`config.mk`:
```
export PLATFORM = sky130hd
export DESIGN_NAME = uart_rx
export DESIGN_NICKNAME = d
export VERILOG_FILES = /design/src/rtl/uart_rx.sv
export SDC_FILE = /design/constraint.sdc
export NUM_CORES = 1
export LEC_CHECK = 0
export CAP_MARGIN = 10
export CELL_PAD_IN_SITES_DETAIL_PLACEMENT = 2
export CELL_PAD_IN_SITES_GLOBAL_PLACEMENT = 2
export CORE_MARGIN = 2
export CORE_UTILIZATION = 40
export CTS_BUF_LIST = sky130_fd_sc_hd__clkbuf_4 sky130_fd_sc_hd__clkbuf_8
export DETAILED_ROUTE_END_ITERATION = 16
export PLACE_DENSITY_LB_ADDON = 0.12
export SLEW_MARGIN = 5
export SYNTH_ARGS = -nofsm -noshare
export SYNTH_HDL_FRONTEND = slang
export SYNTH_SLANG_ARGS = --single-unit
```
`constraint.sdc`:
```
create_clock -name clk -period 4.4 [get_ports clk]
set_input_delay 0.44 -clock clk [delete_from_list [all_inputs] [get_ports clk]]
set_output_delay 0.44 -clock clk [all_outputs]
set_load 0.05 [all_outputs]
```
`src/rtl/uart_rx.sv`:
```
// ---------------------------------------------------------------------------
// uart_rx
//
// Purpose:
//   8N1 UART receiver. It deserialises an asynchronous serial line into
//   bit_width-bit words and pushes each good word downstream with a
//   one-cycle write strobe. A stop bit that samples low does not produce a
//   word. Instead it raises a one-cycle frame_error pulse and the receiver
//   waits for the line to return high. A start bit that is not still low
//   at its mid-point counts as a glitch and is dropped silently.
//
// Parameters:
//   clocks_per_bit - clk cycles per serial bit (>= 4)
//   bit_width      - data bits per frame (matches the downstream FIFO)
//
// Ports:
//   clk          in   system clock, the only clock
//   rst          in   synchronous active-high reset
//   rxd          in   asynchronous serial line, idle high
//   write        out  one-cycle push strobe towards the FIFO
//   write_data   out  received word, valid while write is high, held after
//   frame_error  out  one-cycle pulse when the stop bit samples low
//   busy         out  high while a frame (or a post-error break) is active
// ---------------------------------------------------------------------------
module uart_rx #(
    parameter int unsigned clocks_per_bit = 217,
    parameter int unsigned bit_width      = 8
) (
    input  logic                 clk,
    input  logic                 rst,
    input  logic                 rxd,
    output logic                 write,
    output logic [bit_width-1:0] write_data,
    output logic                 frame_error,
    output logic                 busy
);

    // The bit timer counts down to zero, so it only has to hold
    // clocks_per_bit-1. That fits in $clog2(clocks_per_bit) bits.
    localparam int unsigned CntW = $clog2(clocks_per_bit);
    localparam int unsigned IdxW = (bit_width > 1) ? $clog2(bit_width) : 1;

    // Reload values are one less than the wanted interval. This is because
    // the expiry cycle itself is the cycle in which the counter reads zero.
    localparam logic [CntW-1:0] HalfLoad = CntW'(clocks_per_bit / 2 - 1);
    localparam logic [CntW-1:0] BitLoad  = CntW'(clocks_per_bit - 1);
    localparam logic [IdxW-1:0] LastIdx  = IdxW'(bit_width - 1);

    typedef enum logic [2:0] {
        StIdle,
        StStart,
        StData,
        StStop,
        StBreak
    } state_e;

    logic                 rxdMeta_q;
    logic                 rxdSync_q;
    state_e               state_q;
    logic [CntW-1:0]      bitCnt_q;
    logic [IdxW-1:0]      bitIdx_q;
    logic [bit_width-1:0] shift_q;
    logic [bit_width-1:0] shift_d;
    logic                 write_q;
    logic [bit_width-1:0] writeData_q;
    logic                 frameError_q;
    logic                 busy_q;

    // Two-flop synchroniser for the asynchronous line. Both flops reset to
    // the idle (high) level. This keeps a reset from looking like a start
    // edge unless the pin really is low.
    always_ff @(posedge clk) begin
        if (rst) begin
            rxdMeta_q <= 1'b1;
            rxdSync_q <= 1'b1;
        end else begin
            rxdMeta_q <= rxd;
            rxdSync_q <= rxdMeta_q;
        end
    end

    // Next value of the data shift register. Bits arrive LSB first, so each
    // new sample enters at the top and older bits move down towards bit 0.
    // After bit_width samples the first bit received sits in bit 0.
    always_comb begin
        shift_d                = shift_q >> 1;
        shift_d[bit_width-1]   = rxdSync_q;
    end

    // Receive state machine. All outputs are registered here, so write,
    // frame_error and busy are glitch-free. The strobes are cleared by
    // default and raised for a single cycle only. A synchronous reset
    // abandons any frame in progress without emitting anything for it.
    always_ff @(posedge clk) begin
        if (rst) begin
            state_q      <= StIdle;
            bitCnt_q     <= '0;
            bitIdx_q     <= '0;
            shift_q      <= '0;
            write_q      <= 1'b0;
            writeData_q  <= '0;
            frameError_q <= 1'b0;
            busy_q       <= 1'b0;
        end else begin
            write_q      <= 1'b0;
            frameError_q <= 1'b0;

            case (state_q)
                StIdle: begin
                    // A low line is a candidate start bit. Time half a bit
                    // so that all later samples land mid-bit.
                    if (!rxdSync_q) begin
                        state_q  <= StStart;
                        bitCnt_q <= HalfLoad;
                        busy_q   <= 1'b1;
                    end
                end

                StStart: begin
                    if (bitCnt_q == '0) begin
                        if (!rxdSync_q) begin
                            state_q  <= StData;
                            bitCnt_q <= BitLoad;
                            bitIdx_q <= '0;
                        end else begin
                            // The line bounced back high before mid-start:
                            // a glitch, not a frame.
                            state_q <= StIdle;
                            busy_q  <= 1'b0;
                        end
                    end else begin
                        bitCnt_q <= bitCnt_q - CntW'(1);
                    end
                end

                StData: begin
                    if (bitCnt_q == '0) begin
                        shift_q  <= shift_d;
                        bitCnt_q <= BitLoad;
                        if (bitIdx_q == LastIdx) begin
                            state_q <= StStop;
                        end else begin
                            bitIdx_q <= bitIdx_q + IdxW'(1);
                        end
                    end else begin
                        bitCnt_q <= bitCnt_q - CntW'(1);
                    end
                end

                StStop: begin
                    if (bitCnt_q == '0) begin
                        if (rxdSync_q) begin
                            // A good frame. Return to idle mid stop bit, so
                            // a start edge right after the stop bit is seen.
                            write_q     <= 1'b1;
                            writeData_q <= shift_q;
                            state_q     <= StIdle;
                            busy_q      <= 1'b0;
                        end else begin
                            frameError_q <= 1'b1;
                            state_q      <= StBreak;
                        end
                    end else begin
                        bitCnt_q <= bitCnt_q - CntW'(1);
                    end
                end

                StBreak: begin
                    // Hold off until the line goes high again. Otherwise a
                    // line held low would be read as an endless run of
                    // zero frames.
                    if (rxdSync_q) begin
                        state_q <= StIdle;
                        busy_q  <= 1'b0;
                    end
                end

                default: begin
                    state_q <= StIdle;
                    busy_q  <= 1'b0;
                end
            endcase
        end
    end

    assign write       = write_q;
    assign write_data  = writeData_q;
    assign frame_error = frameError_q;
    assign busy        = busy_q;

endmodule

```
; After elaboration in Yosys (flattened, before gate mapping)
; Index checks and enable logic that the tools add are counted.
[word_totals]
word_cells = 69
register_bits = 35
input_bits = 3
output_inout_bits = 11
[classes]
n_addsub = 2
eq_ne = 16
bitwise = 3
reduce_logical = 12
n_mux = 26
[op_table]
columns = operator, n
row1 = 2-to-1 mux 8 bit, 5
row2 = 2-to-1 mux 3 bit, 11
row3 = case mux 8 bit (4 select lines), 1
row4 = != test 2 bit (second input constant), 9
row5 = case mux 3 bit (5 select lines), 1
row6 = logical NOT 8 bit, 1
row7 = subtractor 8 x 1 -> 8 bit (second input constant), 1
row8 = == test 3 x 2 -> 1 bit (second input constant), 2
row9 = == test 3 bit (second input constant), 2
row10 = case mux 3 bit (2 select lines), 1
row11 = AND reduction 3 bit, 2
row12 = AND reduction 6 bit, 1
row13 = 2-to-1 mux 1 bit, 5
row14 = AND reduction 5 bit, 1
row15 = case mux 1 bit (4 select lines), 1
row16 = AND reduction 4 bit, 1
row17 = nonzero test 4 bit, 1
row18 = adder 3 x 1 -> 3 bit (second input constant), 1
row19 = == test 3 x 1 -> 1 bit (second input constant), 1
row20 = logical NOT 3 bit, 1
row21 = != test 3 bit (second input constant), 1
row22 = NOT 1 bit, 3
row23 = OR reduction 3 bit, 1
row24 = 2-to-1 mux 2 bit, 1
row25 = 4 further kinds, 4

; Depth between registers and ports, before layout
[depth]
ltp_word = 4
mapped_depth = 7

; Least setup slack after synthesis
; OpenSTA, ideal clock, no wires.
[synth_timing]
path_kind = register -> register
start = register bitCnt_q[0]
end = register bitCnt_q[3]
period_less_slack_ns = 2.009
t_arrival_ns = 1.905
setup_time_ns = 0.103
n_path_buf = 0
slack_ns = 2.391
stages_incl_launch_ff = 7
path_cell_list = dfxtp_1 -> inv_1 -> ha_1 -> or3b_2 -> o311a_4 -> and3_1 -> a2111oi_2
[synth_between]
elab_chain_len = 3
word_cells_on_any_way = 9
[synth_lines]
columns = item, line_no
row1 = from (decl), 60  ; logic [CntW-1:0] bitCnt_q;
row2 = from (signal assigned), 114  ; bitCnt_q <= HalfLoad;
row3 = from (signal assigned), 123  ; bitCnt_q <= BitLoad;
row4 = from (signal assigned), 132  ; bitCnt_q <= bitCnt_q - CntW'(1);
row5 = subtractor 8 x 1 -> 8 bit or logical NOT 8 bit (tied branches), -
row6 = "2-to-1 mux 8 bit, or another cell as far along", 151  ; if (bitCnt_q == '0) begin
row7 = case mux 8 bit (4 select lines) or AND reduction 4 bit (tied branches), -
; Parallel ways exist; a longest one is shown, timed or not. The select of a mux whose other input is x is not followed.
; A chain may end at the register's enable or synchronous reset.

; Worst setup path after layout
[layout_timing]
start = register bitCnt_q[0]
end = register bitCnt_q[2]
; Same word-level chain as after synthesis.

==> out/results.txt <==
reg2reg setup slack: 1.75 ns
WHS: 0.419 ns
logic gate share of total power: 0.152
relative slew slack: 0.407
Non-Filler Instances: 243
# hold bufs at CTS: 0
clk sinks: 35
maximum VDD drop: 0.235 mV
Yosys reg bits: 35
# nets final: 199
CTS-repair resized insts: 0
worst slack at placement: 1.91 ns
Die W: 69.0 um
Worst Path Class, Setup: reg -> reg
initial core utilization: 0.419
Routed Antenna Nets: 0
Final Hold Vio Count: 0
via count: 1,461
Post-synth ARST share: 0
worst hold path type: reg -> reg
buffer depth of the longest clock path: 2
syn_nets: 191
vias in the first global route: 1,571
drt wl/cell: 20.4 um
Syn Std Cell Area: 1690 um^2
Routed WL: 4.97 mm
total power density per cell area: 389 nW/um^2
Seq/Total Area, Yosys: 0.415
DR DRC count: 0
Crit path required time: 4.63 ns
WHS Endpoint: rxdSync_q$_SDFF_PP1_
critical path arrival: 2.88 ns
vias per std cell: 6.01
layout overhead on the synthesized area: 16.2%
most common cell in the netlist: dfxtp_1
CTS tree: yes
I/O Buffers: 13
Synth area leader: dfxtp_1
gr usage total: 0.233
min Tclk post-route: 2.65 ns
CP Capture Type: register
period utilization: 0.603
standard-cell rows: 23
First-pass DRT Iterations: 4
Ys Warns: 0
Main synth FF type: dfxtp_1
max cap viols: 0
R2R Path Start: bitCnt_q[0]$_SDFFE_PP0P_
Num CTS Buffers: 5
setup bufs post-CTS: 0
DP HPWL: 3.36 mm
Leak: 0.742 nW
cell count after synthesis: 184
Iter 0 DRT Violations: 95
hold path startpoint: rxdMeta_q$_SDFF_PP1_
setup TNS: 0 ns
Worst-Skew Late Latency: 0.29 ns
number of flops mapped to enable cells by yosys: 0
Die Height: 69.0 um
status: finished, final reports clean
gp weighted congestion: 0.809
clk root buf: clkbuf_8
Clock Power Share: 0.405
CTS clk-pin slew, worst paths: 0.07 ns
Worst Skew: 0.00480 ns
first-pass GRT wire length: 7.92 mm
hold depth: 1
Worst Path Max Fanout: 10
worst setup slack after layout: 1.75 ns
Final setup viols: 0
Seq pwr share: 0.443
max-slew violations: 0
CTS H-tree depth: 2
Die Area: 4760 um^2
post-synth top area share: 0.415
RSZ-0062 raised after global routing: no
switching share of total power: 0.276
Synth area leaders: dfxtp_1, mux2i_1, nor2_1
Pint: 0.553 mW
Core Region: 4030 um^2
switching power: 0.210 mW
Least-Margin Pin Slew: 0.880 ns
most heavily used metal layer in global routing: met2
initial antenna violation count: 0
met2 usage in global routing: 0.381
Congestion Overflow GR: 0
layout cells sized above 1: 0.109
largest net degree at the start of global routing: 23
R2R depth: 6
Worst setup SP type: register
Boundary Pins: 14
n_diodes: 0
Yosys cell types: 45
Post-Syn Area per Cell: 9.17 um^2
GR Util met3: 0.0633
met1 Track Usage GR: 0.295
maximum operating frequency: 0.377 GHz
worst r2r dst: bitCnt_q[2]$_SDFFE_PP0P_
Placed Cells incl. Taps: 235
synth cell count leaders: dfxtp_1, nor2_1, mux2i_1
[cell families (layout without fill, tap and decap cells)]
family / Yosys count / in the layout / synth area share
simple gates: 62 / 62 / 0.193
compound gates: 41 / 41 / 0.198
flops: 35 / 35 / 0.415
buf+inv: 23 / 32 / 0.0526
mux: 17 / 17 / 0.101
fa+ha+maj: 4 / 4 / 0.0297
xor+xnor: 2 / 2 / 0.0104
[area by class of cell]
type	instances	area, um^2
fill	440	2070
tap	50	62.6
timing repair buffer	15	145
sequential	35	701
clock buffer	6	82.6
multi-input combinational	126	898
inverter	9	33.8
clock inverter	2	38.8
[registers in the layout (all words and copies together), names as in the netlist]
register     cells
bitIdx_q         3
bitCnt_q         8
state_q          3
write            1
rxdMeta_q        1
frame_error      1
busy             1
shift_q          8
write_data       8
rxdSync_q        1
[placed cells by master, fill, tap and decap left out, types with 2 or more instances in the layout]
cell	count
a2111oi_0	3
a211oi_1	7
a21oi_1	6
a311oi_1	2
a31oi_1	4
a32oi_1	2
and3_1	2
buf_4	2
clkbuf_8	6
clkdlybuf4s50_1	13
dfxtp_1	35
ha_1	4
inv_1	9
mux2i_1	17
nand2_1	7
nand3_1	3
nand3b_1	2
nor2_1	25
nor3_1	5
nor3b_1	2
nor4_1	3
o2111ai_1	2
o21ai_0	2
o32ai_1	2
or2_2	4
or3b_2	3
[routing by layer]
layer / wire, um / up-vias
li1: - / 692
met5: 0 / -
met4: 49 / 0
met2: 2420 / 19
met3: 142 / 5
met1: 2350 / 745
[how the worst max path moves through the flow]
stage	from	to	slack [ns]	depth (start not counted)
2_1_floorplan	bitCnt_q[0]$_SDFFE_PP0P_	bitCnt_q[3]$_SDFFE_PP0P_	2.39	6
3_3_place_gp	rst	bitCnt_q[2]$_SDFFE_PP0P_	2.07	4
3_5_place_dp	bitCnt_q[0]$_SDFFE_PP0P_	write_data[2]$_SDFFE_PP0P_	1.91	6
4_1_cts	bitCnt_q[0]$_SDFFE_PP0P_	write_data[2]$_SDFFE_PP0P_	1.80	6
5_1_grt	bitCnt_q[0]$_SDFFE_PP0P_	write_data[2]$_SDFFE_PP0P_	1.56	6
6_report	bitCnt_q[0]$_SDFFE_PP0P_	bitCnt_q[2]$_SDFFE_PP0P_	1.75	6
[power by group through the flow]
| stage | combinational [mW] | sequential [mW] | clock, mW |
|---|---|---|---|
| final | 0.116 | 0.338 | 0.309 |
| after CTS | 0.113 | 0.338 | 0.318 |
| after global placement | 0.106 | 0.344 | 0 |
| after detailed placement | 0.110 | 0.345 | 0 |
| after floorplan | 0.0804 | 0.342 | 0 |
| after global routing | 0.127 | 0.340 | 0.331 |
[worst max-delay path: stages, from the launching register on]
cell and delay, ns:
dfxtp_1 0.35, inv_1 0.11, ha_1 0.24, nor3b_2 0.66, a31oi_1 0.20, o21ai_0 0.74
a311o_1 0.29
[stage by stage]
stage          area (um^2)  power (mW)  utilization
2_1_floorplan         1690       0.423            -
3_3_place_gp          1840       0.450        0.457
3_5_place_dp          1840       0.455        0.457
4_1_cts               1960       0.770        0.487
5_1_grt               1960       0.797        0.487
6_report              1960       0.764        0.487
Note: power is estimated with default switching activity, not from simulation.
